--- src/rtl/align_pp_lanes.sv ---
// Two-stage pipeline that aligns signed partial-product lanes to the beat's maximum exponent.
// Optional per-lane sticky output is built when ALIGN_STICKY_EN is defined.
module align_pp_lanes #(
  parameter int LANES  = 4,
  parameter int MANT_W = 3,
  parameter int EXP_W  = 6,
  parameter int OUT_W  = 15,
  parameter int QF_W   = 5
) (
  input  logic                         i_clk,
  input  logic                         i_rst,
  input  logic                         i_valid,
  output logic                         o_ready,
  input  logic [LANES*(MANT_W+1)-1:0]  i_denorm_pp,
  input  logic [LANES*EXP_W-1:0]       i_exp,
  input  logic [LANES-1:0]             i_lane_en,
  input  logic [QF_W-1:0]              i_Q_frac,
  output logic                         o_valid,
  input  logic                         i_ready,
  output logic [LANES*OUT_W-1:0]       o_align_pp,
  output logic [EXP_W-1:0]             o_max_exp,
`ifdef ALIGN_STICKY_EN
  output logic [LANES-1:0]             o_sticky,
`endif
  output logic [QF_W-1:0]              o_Q_frac
);

  localparam int FW = OUT_W - 1;
  localparam logic [EXP_W:0] FW_LIM = (EXP_W+1)'(FW);

  function automatic logic [FW-1:0] align_field(input logic [MANT_W-1:0] mag,
                                                input logic [EXP_W-1:0]  diff);
    logic [FW-1:0] placed;
    placed = '0;
    placed[FW-1 -: MANT_W] = mag;
    if ({1'b0, diff} >= FW_LIM) return '0;
    return placed >> diff;
  endfunction

`ifdef ALIGN_STICKY_EN
  function automatic logic align_sticky(input logic [MANT_W-1:0] mag,
                                        input logic [EXP_W-1:0]  diff);
    logic [2*FW-1:0] wide;
    if ({1'b0, diff} >= FW_LIM) return |mag;
    wide = '0;
    wide[2*FW-1 -: MANT_W] = mag;
    wide = wide >> diff;
    return |wide[FW-1:0];
  endfunction
`endif

  function automatic logic signed [OUT_W-1:0] to_lane(input logic sign,
                                                      input logic [FW-1:0] field);
    logic signed [OUT_W-1:0] v;
    v = $signed({1'b0, field});
    return sign ? -v : v;
  endfunction

  logic                     vld_p1_q, vld_p1_d, vld_p2_q, vld_p2_d;
  logic [LANES-1:0]         sign_p1_q, sign_p1_d, en_p1_q, en_p1_d;
  logic [LANES*MANT_W-1:0]  mag_p1_q, mag_p1_d;
  logic [LANES*EXP_W-1:0]   diff_p1_q, diff_p1_d;
  logic [EXP_W-1:0]         maxe_p1_q, maxe_p1_d, maxe_p2_q, maxe_p2_d;
  logic [QF_W-1:0]          qf_p1_q, qf_p1_d, qf_p2_q, qf_p2_d;
  logic [LANES*OUT_W-1:0]   lanes_p2_q, lanes_p2_d;
`ifdef ALIGN_STICKY_EN
  logic [LANES-1:0]         sticky_p2_q, sticky_p2_d;
`endif
  logic [EXP_W-1:0]         max_exp_c;
  logic                     ld2, adv1, acc_in;

  assign ld2     = !vld_p2_q || i_ready;
  assign adv1    = vld_p1_q && ld2;
  assign o_ready = !i_rst && (!vld_p1_q || ld2);
  assign acc_in  = i_valid && o_ready;

  always_comb begin
    max_exp_c = '0;
    for (int k = 0; k < LANES; k++)
      if (i_lane_en[k] && (i_exp[k*EXP_W +: EXP_W] > max_exp_c))
        max_exp_c = i_exp[k*EXP_W +: EXP_W];
  end

  // Stage 1: capture lanes, exponent differences and beat maximum
  always_comb begin
    vld_p1_d  = acc_in ? 1'b1 : (adv1 ? 1'b0 : vld_p1_q);
    sign_p1_d = sign_p1_q;
    en_p1_d   = en_p1_q;
    mag_p1_d  = mag_p1_q;
    diff_p1_d = diff_p1_q;
    maxe_p1_d = maxe_p1_q;
    qf_p1_d   = qf_p1_q;
    if (acc_in) begin
      en_p1_d   = i_lane_en;
      maxe_p1_d = max_exp_c;
      qf_p1_d   = i_Q_frac;
      for (int k = 0; k < LANES; k++) begin
        sign_p1_d[k] = i_denorm_pp[k*(MANT_W+1) + MANT_W];
        mag_p1_d[k*MANT_W +: MANT_W] = i_denorm_pp[k*(MANT_W+1) +: MANT_W];
        diff_p1_d[k*EXP_W +: EXP_W]  = max_exp_c - i_exp[k*EXP_W +: EXP_W];
      end
    end
  end

  // Stage 2: shift, negate and mask disabled lanes
  always_comb begin
    vld_p2_d   = ld2 ? vld_p1_q : vld_p2_q;
    lanes_p2_d = lanes_p2_q;
    maxe_p2_d  = maxe_p2_q;
    qf_p2_d    = qf_p2_q;
`ifdef ALIGN_STICKY_EN
    sticky_p2_d = sticky_p2_q;
`endif
    if (adv1) begin
      maxe_p2_d = maxe_p1_q;
      qf_p2_d   = qf_p1_q;
      for (int k = 0; k < LANES; k++) begin
        lanes_p2_d[k*OUT_W +: OUT_W] = en_p1_q[k]
          ? to_lane(sign_p1_q[k], align_field(mag_p1_q[k*MANT_W +: MANT_W],
                                              diff_p1_q[k*EXP_W +: EXP_W]))
          : '0;
`ifdef ALIGN_STICKY_EN
        sticky_p2_d[k] = en_p1_q[k] &&
          align_sticky(mag_p1_q[k*MANT_W +: MANT_W], diff_p1_q[k*EXP_W +: EXP_W]);
`endif
      end
    end
  end

  always_ff @(posedge i_clk or posedge i_rst) begin
    if (i_rst) begin
      vld_p1_q   <= 1'b0;
      vld_p2_q   <= 1'b0;
      sign_p1_q  <= '0;
      en_p1_q    <= '0;
      mag_p1_q   <= '0;
      diff_p1_q  <= '0;
      maxe_p1_q  <= '0;
      qf_p1_q    <= '0;
      lanes_p2_q <= '0;
      maxe_p2_q  <= '0;
      qf_p2_q    <= '0;
`ifdef ALIGN_STICKY_EN
      sticky_p2_q <= '0;
`endif
    end else begin
      vld_p1_q   <= vld_p1_d;
      vld_p2_q   <= vld_p2_d;
      sign_p1_q  <= sign_p1_d;
      en_p1_q    <= en_p1_d;
      mag_p1_q   <= mag_p1_d;
      diff_p1_q  <= diff_p1_d;
      maxe_p1_q  <= maxe_p1_d;
      qf_p1_q    <= qf_p1_d;
      lanes_p2_q <= lanes_p2_d;
      maxe_p2_q  <= maxe_p2_d;
      qf_p2_q    <= qf_p2_d;
`ifdef ALIGN_STICKY_EN
      sticky_p2_q <= sticky_p2_d;
`endif
    end
  end

  assign o_valid    = vld_p2_q;
  assign o_align_pp = lanes_p2_q;
  assign o_max_exp  = maxe_p2_q;
  assign o_Q_frac   = qf_p2_q;
`ifdef ALIGN_STICKY_EN
  assign o_sticky   = sticky_p2_q;
`endif

endmodule

--- config.mk ---
export PLATFORM = sky130hd
export DESIGN_NAME = align_pp_lanes
export DESIGN_NICKNAME = d
export VERILOG_FILES = /design/src/rtl/align_pp_lanes.sv
export SDC_FILE = /design/constraint.sdc
export NUM_CORES = 1
export LEC_CHECK = 0
export ABC_AREA = 1
export BUFFER_PORTS_ARGS = -buffer_cell sky130_fd_sc_hd__buf_4
export CORE_MARGIN = 1.5
export CORE_UTILIZATION = 58
export DETAILED_ROUTE_END_ITERATION = 8
export GPL_ROUTABILITY_DRIVEN = 0
export PLACE_DENSITY = 0.81
export SYNTH_ARGS = -nofsm -noshare
export SYNTH_HDL_FRONTEND = slang
export SYNTH_SLANG_ARGS = --single-unit
--- constraint.sdc ---
create_clock -name i_clk -period 4.4 [get_ports i_clk]
set_clock_uncertainty 0.1 [all_clocks]
set_input_delay 0 -clock i_clk [delete_from_list [all_inputs] [get_ports i_clk]]
set_output_delay 0 -clock i_clk [all_outputs]
set_load 0.02 [all_outputs]
==> run metrics <==
Synth area leader=dfrtp_1; P_leak=5.990 nW; wire length per cell=18.25 µm; Commonest cells post-synth=nand2_1, dfrtp_1, inv_1; Detail Placement HPWL=15.76 mm; CP max stage cell=ha_4; Core Area=~14,000 µm²; worst vdd ir=0.3274 mV; Logic pwr share=0.464; post-synthesis mux area share=0; Final Hold Viols=0; fmax=0.1898 GHz; initial antenna violation count=0; CTS tree=done; Cell Rows=43; xor/xnor share of the synthesized area=0.04764; Worst R2R Path Depth=15; syn_area_per_cell=7.354 µm²; CTS clock-pin slew for the worst setup and hold paths=0.06 ns; Hold Worst Slack=0.04552 ns; level count of the clock H-tree=4; status=complete, but fails checks; final setup vio count=20; synth top area cells=dfrtp_1, nand2_1, o21ai_0; cells after synthesis=1,125; synth warn=0; Synth Cell Area=8273 µm²; Req. time, crit path=4.59 ns; Detailed Route WL=28.75 mm; GRT Util Overall=0.3373; first-pass GRT wire length=just under 40 mm; Die X=122.4 µm; largest net degree at the start of global routing=68; IO Pins=approximately 130; Post-synth ARST share=1.000; largest family of logic cells by synthesized area=simple AND/OR/NAND/NOR gates; Starting Density=0.5960; max-slew violation total from the final report=0; Setup CP Type=in2reg; post-synthesis simple-gate area fraction=0.2871; Hold WC Path Type=in2reg; max incr delay on CP=0.28 ns; PortBufs=125; Post-Synth Adder-Cell Area=0.06866; Reg power frac=0.277; Most common cell on crit path=nand2_4; count leader, synth=nand2_1; final worst slack=-0.8689 ns; via count=9,333; n_diodes=0; P_sw=2.440 mW; Cells after DPL=1,483; post-route cell area=approximately 12,000 µm²; sequential area share after synthesis=0.3872; initial DRC count=1,194; Post-synth EDFFs=0; root buffer cell=clkbuf_16; Arr. time, crit path=~5.5 ns; Main synth FF type=dfrtp_1; Pint=3.512 mW; Yosys top cell area share=0.3872; die area=14,990 µm²; grt ovf=0; Die H=122.4 µm; count of different cell masters after synthesis=47; Period minus WS final=roughly 5.3 ns; later-pin clock latency in the skew report=between 0.4 and 0.5 ns; syn_nets=approximately 1,200; total CTS buffers=17; # nets final=1,478; clock sinks=128; Via density=5.926; number of synthesized register bits=128; failing checks=negative setup slack; Slew HR=0.4381; Synth Area in Compound Gates=0.1334; fin cells=1,575; worst slew pin tran=0.8429 ns; total chip power=5.952 mW; RSZ-0062 raised after global routing=true; DRC=0; Max-cap violations=0; Final Cycle Share=1.197; share of cells above drive strength 1=0.2817; startpoint types=input pin; fill count=a little under 800; Critical Path End Type=flop; Power Density=507.1 nW/µm²; vias in the first global route=8,482; Crit Path Max Fanout=7; DRT Pass-1 Iters=6; clock power share=0.259; Worst Hold Path Cells=4; Post-Place Cell Area=between 10,000 and 15,000 µm²; number of buffers on the longest clock path=2; number of nets still failing antenna checks after routing=0; area added between synthesis and finish=41.89%; Net Sw Frac=0.4100
[metal layers]
| layer | track usage | up-vias | share of wire | routed length, µm |
|---|---|---|---|---|
| met3 | 0.07110 | 186 | 0.087 | 2489 |
| met5 | 0 | - | 0 | 0 |
| met2 | 0.5601 | 681 | 0.47 | 13510 |
| li1 | - | 4150 | - | - |
| met4 | 0.1584 | 0 | 0.060 | 1733 |
| met1 | 0.4211 | 4316 | 0.38 | 11020 |
[state kept, by name (all words and copies together), names as in the netlist]
| name | count |
|---|---|
| diff_p1_q | 24 |
| o_align_pp | 60 |
| o_Q_frac | 5 |
| en_p1_q | 4 |
| mag_p1_q | 12 |
| o_max_exp | 6 |
| vld_p1_q | 1 |
| maxe_p1_q | 6 |
| o_valid | 1 |
| sign_p1_q | 4 |
| qf_p1_q | 5 |
[per-stage QoR]
step	setup slack (ns)	setup TNS (ns)	utilization
after detailed placement	-0.7312	-10.44	0.7253
after CTS	-0.08815	-0.3915	0.8180
final	-0.8689	-10.40	0.8457
after floorplan	-0.4588	-4.205	-
after global routing	-0.9830	-13.03	0.8457
after global placement	-0.5146	-6.711	0.7253
[worst max-delay path, delay by kind of cell]
family | cells | cell delay (ns)
simple gates | 20 | 2.31
compound gates | 9 | 1.44
fa+ha+maj | 4 | 0.93
buf+inv | 6 | 0.59
xor+xnor | 1 | 0.17
[power by group through the flow]
stage	clock, mW	combinational [mW]	sequential (mW)
floorplan	0	1.38	1.70
global placement	0	2.14	1.63
detailed placement	0	2.20	1.64
CTS	1.54	2.38	1.62
global route	1.60	2.97	1.67
finish	1.54	2.76	1.65
[path summary, 6_finish.rpt]
| kind | slack (ns) | start | end |
|---|---|---|---|
| worst max-delay path | -0.87 | i_exp[4] | diff_p1_q[5] |
| worst min register to register | 0.39 | qf_p1_q[3] | qf_p1_q[3] |
| max in group asynchronous | 2.70 | i_rst | mag_p1_q[10] |
| worst max register to register | 1.64 | diff_p1_q[6] | o_align_pp[28] |
| worst min-delay path | 0.05 | i_valid | vld_p1_q |
| min in group asynchronous | 0.18 | i_rst | o_align_pp[37] |
[cell families after synthesis]
group                    count (synthesis)
AND/OR/NAND/NOR                        561
AO/OA/AOI/OAI                          186
buffers and inverters                  162
flip-flops                             128
XOR/XNOR                                45
adder cells (fa/ha/maj)                 43
[placed cells by master (no fill, tap or decap), drive strengths merged, types with 23 or more instances in the layout]
master       synthesis  final
ha                  39     39
inv                129    131
o21ai              122    122
dlygate4sd3          0     32
a21oi               23     23
nor2               119    119
buf                  7    236
xor2                34     34
nand2              346    346
nand3               70     70
dfrtp              128    128
[area by class of cell]
class                   instances  area, µm²  share of cell area
clock buffers                  18      439.2             0.03741
clock inverters                14      205.2             0.01748
inverters                     132      508.0             0.04327
multi-input cells             835       4994              0.4254
flip-flops and latches        128       3203              0.2729
well taps                     180      225.2             0.01919
repair buffers                268       2165              0.1844
[repair_timing]
item                       4_1_cts  5_1_grt
resized for setup               46       66
gates cloned                     0        0
hold endpoints to repair        94        0
pin swaps                       25       56
setup endpoints to repair       12       20
buffers inserted                15       14
hold buffers                    32        0
No activity file was read; power rests on OpenSTA's default activity.
